### config.mk
export PLATFORM = sky130hd
export DESIGN_NAME = viterbi_err_sched_flat
export DESIGN_NICKNAME = d
export VERILOG_FILES = /design/src/rtl/viterbi_err_sched_pkg.sv /design/src/rtl/viterbi_err_sched_if.sv /design/src/rtl/viterbi_err_sched_lfsr.sv /design/src/rtl/viterbi_err_sched.sv /design/src/flat_wrapper.sv
export SDC_FILE = /design/constraint.sdc
export NUM_CORES = 1
export LEC_CHECK = 0
export CORE_ASPECT_RATIO = 0.9
export CORE_MARGIN = 5
export CORE_UTILIZATION = 48
export CTS_CLUSTER_SIZE = 16
export DETAILED_ROUTE_END_ITERATION = 16
export GPL_ROUTABILITY_DRIVEN = 0
export GPL_TIMING_DRIVEN = 0
export PLACE_DENSITY_LB_ADDON = 0.15
export SLEW_MARGIN = 10
export SYNTH_ARGS = -nofsm -noshare
export SYNTH_HDL_FRONTEND = slang
export SYNTH_SLANG_ARGS = --single-unit
export TNS_END_PERCENT = 30
### constraint.sdc
create_clock -name clk -period 3.2 [get_ports clk]
set_clock_uncertainty 0.05 [all_clocks]
set_input_delay 0.64 -clock clk [delete_from_list [all_inputs] [get_ports clk]]
set_output_delay 0.64 -clock clk [all_outputs]
set_load 0.05 [all_outputs]
### src/rtl/viterbi_err_sched_pkg.sv
// Shared types and constants for the Viterbi burst error scheduler.
// Holds the FSM state enum, the LFSR seed/taps and a 2-bit popcount helper.
package viterbi_err_pkg;

  typedef enum logic [1:0] {
    IDLE  = 2'd0,
    ARM   = 2'd1,
    BURST = 2'd2,
    DONE  = 2'd3
  } sched_state_e;

  localparam logic [15:0] LFSR_SEED = 16'hACE1;
  // Right-shift Fibonacci form of x^16+x^14+x^13+x^11+1 taps bits 0,2,3,5.
  localparam logic [15:0] LFSR_TAPS = 16'h002D;

  function automatic logic [1:0] popcount2(input logic [1:0] v);
    return {v[1] & v[0], v[1] ^ v[0]};
  endfunction

endpackage

### src/rtl/viterbi_err_sched_if.sv
// Encoded symbol stream between encoder2, the error scheduler and the decoder.
// The master is the encoder/decoder side; the slave is the scheduler.
interface viterbi_err_sched_if;
  logic       sym_valid_i;
  logic [1:0] sym_i;
  logic       sym_valid_o;
  logic [1:0] sym_o;
  logic [1:0] err_inj_o;

  modport master (
    output sym_valid_i, sym_i,
    input  sym_valid_o, sym_o, err_inj_o
  );

  modport slave (
    input  sym_valid_i, sym_i,
    output sym_valid_o, sym_o, err_inj_o
  );
endinterface

### src/rtl/viterbi_err_sched_lfsr.sv
// 16-bit Fibonacci LFSR with seed load and step enable; used only when
// ERR_SCHED_LFSR_EN randomises the per-symbol burst mask.
module viterbi_err_lfsr
  import viterbi_err_pkg::*;
(
  input  logic        clk,
  input  logic        rst,
  input  logic        en,
  input  logic        load,
  output logic [15:0] state
);

  always_ff @(posedge clk) begin
    if (rst || load) begin
      state <= LFSR_SEED;
    end else if (en) begin
      state <= {^(state & LFSR_TAPS), state[15:1]};
    end
  end

endmodule

### src/rtl/viterbi_err_sched.sv
// Burst error scheduler on the encoded symbol path (1-cycle latency).
// Optional ERR_SCHED_LFSR_EN: per-symbol mask = LFSR[1:0] & mask_i instead of mask_i.
module viterbi_err_sched
  import viterbi_err_pkg::*;
#(
  parameter int PER_W      = 5,
  parameter int BL_W       = 4,
  parameter int WORD_LIMIT = 256,
  parameter int CNT_W      = 16
) (
  input  logic                 clk,
  input  logic                 rst,
  input  logic                 start_i,
  input  logic [PER_W-1:0]     period_i,
  input  logic [BL_W-1:0]      burst_len_i,
  input  logic [1:0]           mask_i,
  viterbi_err_sched_if.slave   sym,
  output logic                 busy_o,
  output logic                 done_o,
  output logic [CNT_W-1:0]     burst_ct_o,
  output logic [CNT_W-1:0]     bad_bit_ct_o
);

  localparam int WC_W = (WORD_LIMIT > 2) ? $clog2(WORD_LIMIT) : 1;

  sched_state_e      state, state_nxt;
  logic [PER_W-1:0]  period_q, phase, phase_nxt, period_m1;
  logic [BL_W-1:0]   burst_len_q, burst_idx, len_m1;
  logic [1:0]        mask_q, mask_eff, err;
  logic [WC_W-1:0]   word_ct;
  logic              start_ok, adv, inject, last_word, trig;

  function automatic logic [CNT_W-1:0] sat_add(input logic [CNT_W-1:0] a,
                                               input logic [1:0] b);
    logic [CNT_W:0] s;
    s = {1'b0, a} + (CNT_W+1)'(b);
    return s[CNT_W] ? '1 : s[CNT_W-1:0];
  endfunction

`ifdef ERR_SCHED_LFSR_EN
  logic [15:0] lfsr_q;
  viterbi_err_lfsr u_lfsr (
    .clk   (clk),
    .rst   (rst),
    .en    (adv),
    .load  (start_ok),
    .state (lfsr_q)
  );
  assign mask_eff = lfsr_q[1:0] & mask_q;
`else
  assign mask_eff = mask_q;
`endif

  always_comb begin
    start_ok  = start_i && (state == IDLE || state == DONE);
    adv       = sym.sym_valid_i && (state == ARM || state == BURST);
    inject    = sym.sym_valid_i && (state == BURST);
    err       = inject ? mask_eff : 2'b00;
    period_m1 = period_q - PER_W'(1);
    len_m1    = burst_len_q - BL_W'(1);
    last_word = (word_ct == WC_W'(WORD_LIMIT - 1));
    trig      = (period_q != '0) && (burst_len_q != '0) && (phase == period_m1);
    phase_nxt = (phase == period_m1) ? '0 : phase + PER_W'(1);
    state_nxt = state;
    unique case (state)
      IDLE, DONE: if (start_i) state_nxt = ARM;
      ARM: begin
        if (adv && last_word)  state_nxt = DONE;
        else if (adv && trig)  state_nxt = BURST;
      end
      BURST: begin
        if (adv && last_word)                 state_nxt = DONE;
        else if (adv && burst_idx == len_m1)  state_nxt = ARM;
      end
      default: state_nxt = IDLE;
    endcase
  end

  // Register stage: state, statistics and the 1-cycle symbol pipeline.
  always_ff @(posedge clk) begin
    if (rst) begin
      state            <= IDLE;
      busy_o           <= 1'b0;
      done_o           <= 1'b0;
      period_q         <= '0;
      burst_len_q      <= '0;
      mask_q           <= '0;
      word_ct          <= '0;
      phase            <= '0;
      burst_idx        <= '0;
      burst_ct_o       <= '0;
      bad_bit_ct_o     <= '0;
      sym.sym_valid_o  <= 1'b0;
      sym.sym_o        <= '0;
      sym.err_inj_o    <= '0;
    end else begin
      state           <= state_nxt;
      busy_o          <= (state_nxt == ARM) || (state_nxt == BURST);
      done_o          <= (state_nxt == DONE) && (state != DONE);
      sym.sym_valid_o <= sym.sym_valid_i;
      sym.sym_o       <= sym.sym_i ^ err;
      sym.err_inj_o   <= err;
      if (start_ok) begin
        period_q     <= period_i;
        burst_len_q  <= burst_len_i;
        mask_q       <= mask_i;
        word_ct      <= '0;
        phase        <= '0;
        burst_idx    <= '0;
        burst_ct_o   <= '0;
        bad_bit_ct_o <= '0;
      end else if (adv) begin
        word_ct   <= word_ct + WC_W'(1);
        phase     <= phase_nxt;
        burst_idx <= (state == BURST) ? burst_idx + BL_W'(1) : '0;
        if (inject) begin
          burst_ct_o   <= sat_add(burst_ct_o, 2'd1);
          bad_bit_ct_o <= sat_add(bad_bit_ct_o, popcount2(err));
        end
      end
    end
  end

endmodule

### src/flat_wrapper.sv
// flat-port wrapper written by rule: the top's interface ports become plain ports
module viterbi_err_sched_flat import viterbi_err_pkg::*;
#(
  parameter int PER_W      = 5,
  parameter int BL_W       = 4,
  parameter int WORD_LIMIT = 256,
  parameter int CNT_W      = 16
)
  (clk, rst, start_i, period_i, burst_len_i, mask_i, busy_o, done_o, burst_ct_o, bad_bit_ct_o, sym_sym_valid_i, sym_sym_i, sym_sym_valid_o, sym_sym_o, sym_err_inj_o);
  viterbi_err_sched_if sym_i ();
  input  logic clk;
  input  logic rst;
  input  logic start_i;
  input  logic [PER_W-1:0] period_i;
  input  logic [BL_W-1:0] burst_len_i;
  input  logic [1:0] mask_i;
  output logic busy_o;
  output logic done_o;
  output logic [CNT_W-1:0] burst_ct_o;
  output logic [CNT_W-1:0] bad_bit_ct_o;
  input wire logic [$bits(sym_i.sym_valid_i)-1:0] sym_sym_valid_i;
  input wire logic [$bits(sym_i.sym_i)-1:0] sym_sym_i;
  output wire logic [$bits(sym_i.sym_valid_o)-1:0] sym_sym_valid_o;
  output wire logic [$bits(sym_i.sym_o)-1:0] sym_sym_o;
  output wire logic [$bits(sym_i.err_inj_o)-1:0] sym_err_inj_o;
  assign sym_i.sym_valid_i = sym_sym_valid_i;
  assign sym_i.sym_i = sym_sym_i;
  assign sym_sym_valid_o = sym_i.sym_valid_o;
  assign sym_sym_o = sym_i.sym_o;
  assign sym_err_inj_o = sym_i.err_inj_o;
  viterbi_err_sched #(.PER_W(PER_W), .BL_W(BL_W), .WORD_LIMIT(WORD_LIMIT), .CNT_W(CNT_W)) u_core (.clk(clk), .rst(rst), .start_i(start_i), .period_i(period_i), .burst_len_i(burst_len_i), .mask_i(mask_i), .sym(sym_i), .busy_o(busy_o), .done_o(done_o), .burst_ct_o(burst_ct_o), .bad_bit_ct_o(bad_bit_ct_o));
endmodule
==> impl_metrics.tcl <==
set metrics [dict create \
    end_kind "flip-flop" \
    slew_headroom 0.538 \
    reg2reg_slack_ns 0.12 \
    synth_area_leaders "dfxtp_1 (41%), xnor2_1 (6.7%), nand2_1 (5.3%)" \
    grt_pass1_vias 2813 \
    rsz0062_at_grt "no" \
    fp-row-count 29 \
    grtUsageTotal 0.177 \
    synth_area_per_cell_um2 8.51 \
    via_per_inst 5.17 \
    firstDrtPassIters 4 \
    reg2reg_depth 12 \
    synth_ff_type "dfxtp_1" \
    min_path_type "reg -> reg" \
    timing.rr.end "u_core.bad_bit_ct_o[10]" \
    post_cts_buffers 0 \
    p_leak_nw 1.51 \
    max-vdd-ir-drop_v 0.000335 \
    ys_warn_count 0 \
    drv_slew 0 \
    port_buffers 55 \
    status "finished, final reports clean" \
    syn_nets 431 \
    hold_viol_final 0 \
    period_share 0.965 \
    nets 496 \
    fmax_mhz 324 \
    setup_slack_ns 0.111 \
    die-area_mm2 0.00886 \
    worstSetupPathType "in -> reg" \
    synth_top_area_cell "dfxtp_1" \
    layout-drive-gt1-share 0.0896 \
    layout_min_cycle_time_ns 3.09 \
    detailedPlace.worstSlack_ns -0.607 \
    antennaDiodeCount 0 \
    numCtsBuffers 9 \
    hpwl_mm 5.41 \
    grt_pass1_wl_mm 13.1 \
    start_util 0.487 \
    path_delay_family "simple AND/OR/NAND/NOR gates" \
    tightestPinTransition_ns 0.693 \
    seq_area_frac_synth 0.407 \
    min_path_cells 2 \
    synth_seq_cells 69 \
    fin_setup_tns_ns 0 \
    die_w_um 98.6 \
    antenna_left 0 \
    insertion_delay_ns 0.34 \
    crit_buf_inv 4 \
    arrival_ns 3.31 \
    fin_hold_ws_ns 0.423 \
    clk_pin_slew_ns 0.07 \
    path_max_fanout 10 \
    setup.worst_path.start_class "input port" \
    setup-violations-final 0 \
    h-tree-depth 3 \
    cts_tree "yes" \
    worstHoldStart "u_core.mask_eff[1]" \
    cp_cell_sequence "dlygate4sd2_1 > and3_4 > ha_1 > ha_1 > inv_1 > fa_2 > or3_1 > buf_6 > or3_4 > buf_6 > a21oi_2" \
    wl_mm 7.40 \
    rr_startpoint "u_core.state[0]" \
    syn_inst 399 \
    max_cap_violations 0 \
    cts_root_buf "clkbuf_8" \
    cts.sinks 69 \
    antenna_found_initial 0 \
    utilization 0.616 \
    p_per_area_mw_per_mm2 433 \
    grt_overflow 0 \
    area_growth_pct 26.4 \
    min_to "u_core.mask_eff[1]" \
    routedWlPerCell_um 13.2 \
    drtIter0Drc 88 \
    core_mm2 0.00697 \
    synth_top_cell_area_share 0.407 \
    drcViolationCount 0 \
    required_ns 3.42 \
    synth_edf_count 0 \
    async_flop_share 0 \
    synth_cell_types 46 \
    syn_area_mm2 0.00339 \
    cp_slowest_stage_delay_ns 0.41 \
    clock_path_buffers 2 \
    fillers 660 \
    grt_max_degree 13 \
    die_y_um 89.8 \
    vias 2905 \
    num_io_pins 56 \
    crit_slowest_cell "or3_4" \
]
==> worst max-delay path by stage <==
stage	start	to	slack, ns	cells past startpoint
5_1_grt	u_core.state[0]	u_core.bad_bit_ct_o[6]	0.03	12
3_3_place_gp	sym_sym_valid_i	u_core.bad_bit_ct_o[10]	-0.59	11
6_report	sym_sym_valid_i	u_core.bad_bit_ct_o[10]	0.11	11
3_5_place_dp	sym_sym_valid_i	u_core.bad_bit_ct_o[10]	-0.61	11
2_1_floorplan	u_core.state[0]	u_core.bad_bit_ct_o[5]	0.07	13
4_1_cts	u_core.state[1]	u_core.bad_bit_ct_o[10]	0.003	11
==> cells in the final DEF, fill, tap and decap left out, types with 2 or more instances in the layout <==
cell | netlist | final
and3_1 | 9 | 7
dfxtp_1 | 69 | 68
or2_2 | 3 | 3
buf_2 | 3 | 2
a211oi_1 | 3 | 3
xor2_1 | 16 | 16
ha_1 | 14 | 13
a21oi_1 | 34 | 34
a21oi_2 | 9 | 9
a31oi_1 | 7 | 7
nor3_1 | 16 | 16
nand3b_1 | 2 | 2
and4_1 | 2 | 2
clkinvlp_4 | 0 | 2
inv_1 | 15 | 15
a22oi_1 | 2 | 2
o211a_1 | 2 | 2
clkdlybuf4s50_1 | 0 | 54
nand3_1 | 16 | 16
nand4_1 | 6 | 6
and4b_1 | 3 | 3
nand2_1 | 48 | 48
buf_1 | 2 | 2
xnor2_1 | 26 | 26
buf_6 | 2 | 2
and3b_1 | 2 | 2
nor2_1 | 39 | 39
clkbuf_8 | 0 | 11
nor2b_1 | 7 | 7
and3_4 | 0 | 2
o21ai_0 | 11 | 11
nor3b_1 | 3 | 3
or3_1 | 3 | 3
clkbuf_1 | 9 | 9
==> cell type report <==
cell class              count  area [um^2]  share of cell area
clock buffers              11          151              0.0353
inverters                  15         56.3              0.0131
plain buffers              15         73.8              0.0172
repair buffers             55          549               0.128
multi-input cells         299         1900               0.443
well taps                  93          116              0.0271
clock inverters             5         58.8              0.0137
flip-flops and latches     69         1380               0.322
==> metal layers <==
layer	global-route usage	vias to the layer above	share of wire
met4	0.0466	0	0.0074
met5	0	-	0
met1	0.233	1350	0.49
met2	0.279	49	0.45
li1	-	1501	-
met3	0.0580	5	0.046
==> cell families after synthesis <==
family | after synthesis | share of synthesized area
simple gates | 165 | 0.243
flops | 69 | 0.407
compound gates | 76 | 0.142
xor+xnor | 42 | 0.108
mux | 1 | 0.00295
buf+inv | 31 | 0.0398
fa+ha+maj | 15 | 0.0575
==> synth_stat cells (all sizes together), types with 3 or more instances <==
cell	count
and3	9
a31oi	7
a211oi	3
xor2	16
inv	15
clkbuf	9
nor3	16
and4b	3
nand4	6
ha	14
nand2	48
nor2b	7
nor2	39
or3	4
o21ai	11
dfxtp	69
a21oi	44
nand3	16
buf	7
nor3b	3
or2	3
xnor2	26
==> per-stage QoR <==
stage	area [um^2]	std cells	total power, W
after floorplan	3390	399	0.00107
after global placement	4060	547	0.00114
after detailed placement	4060	547	0.00115
after CTS	4280	562	0.00188
after global routing	4290	562	0.00196
final	4290	562	0.00186
==> state kept, by name, indices dropped and copies added, names as in the netlist, 4 cells and up <==
| signal | cells |
|---|---|
| u_core.phase | 5 |
| u_core.burst_len_q | 4 |
| u_core.burst_idx | 4 |
| u_core.word_ct | 8 |
| u_core.bad_bit_ct_o | 16 |
| u_core.burst_ct_o | 16 |
| u_core.period_q | 5 |
==> worst register-to-register path, delay by kind of cell, from the launching register on <==
family	cells	cell delay, ns
flops	1	0.36
fa+ha+maj	4	0.99
compound gates	1	0.13
simple gates	3	1.01
buf+inv	4	0.47
==> where the power goes <==
part / internal [W] / total (W) / switching, W
Sequential: 0.000881 / 0.000899 / 0.0000187
Clock: 0.000402 / 0.000726 / 0.000324
Combinational: 0.0000949 / 0.000231 / 0.000136
==> repair_timing <==
action,4_1_cts,5_1_grt
resized for setup,5,2
hold buffers,0,0
setup endpoints to repair,13,12
gates cloned,0,0
Note: power is estimated with default switching activity, not from simulation.
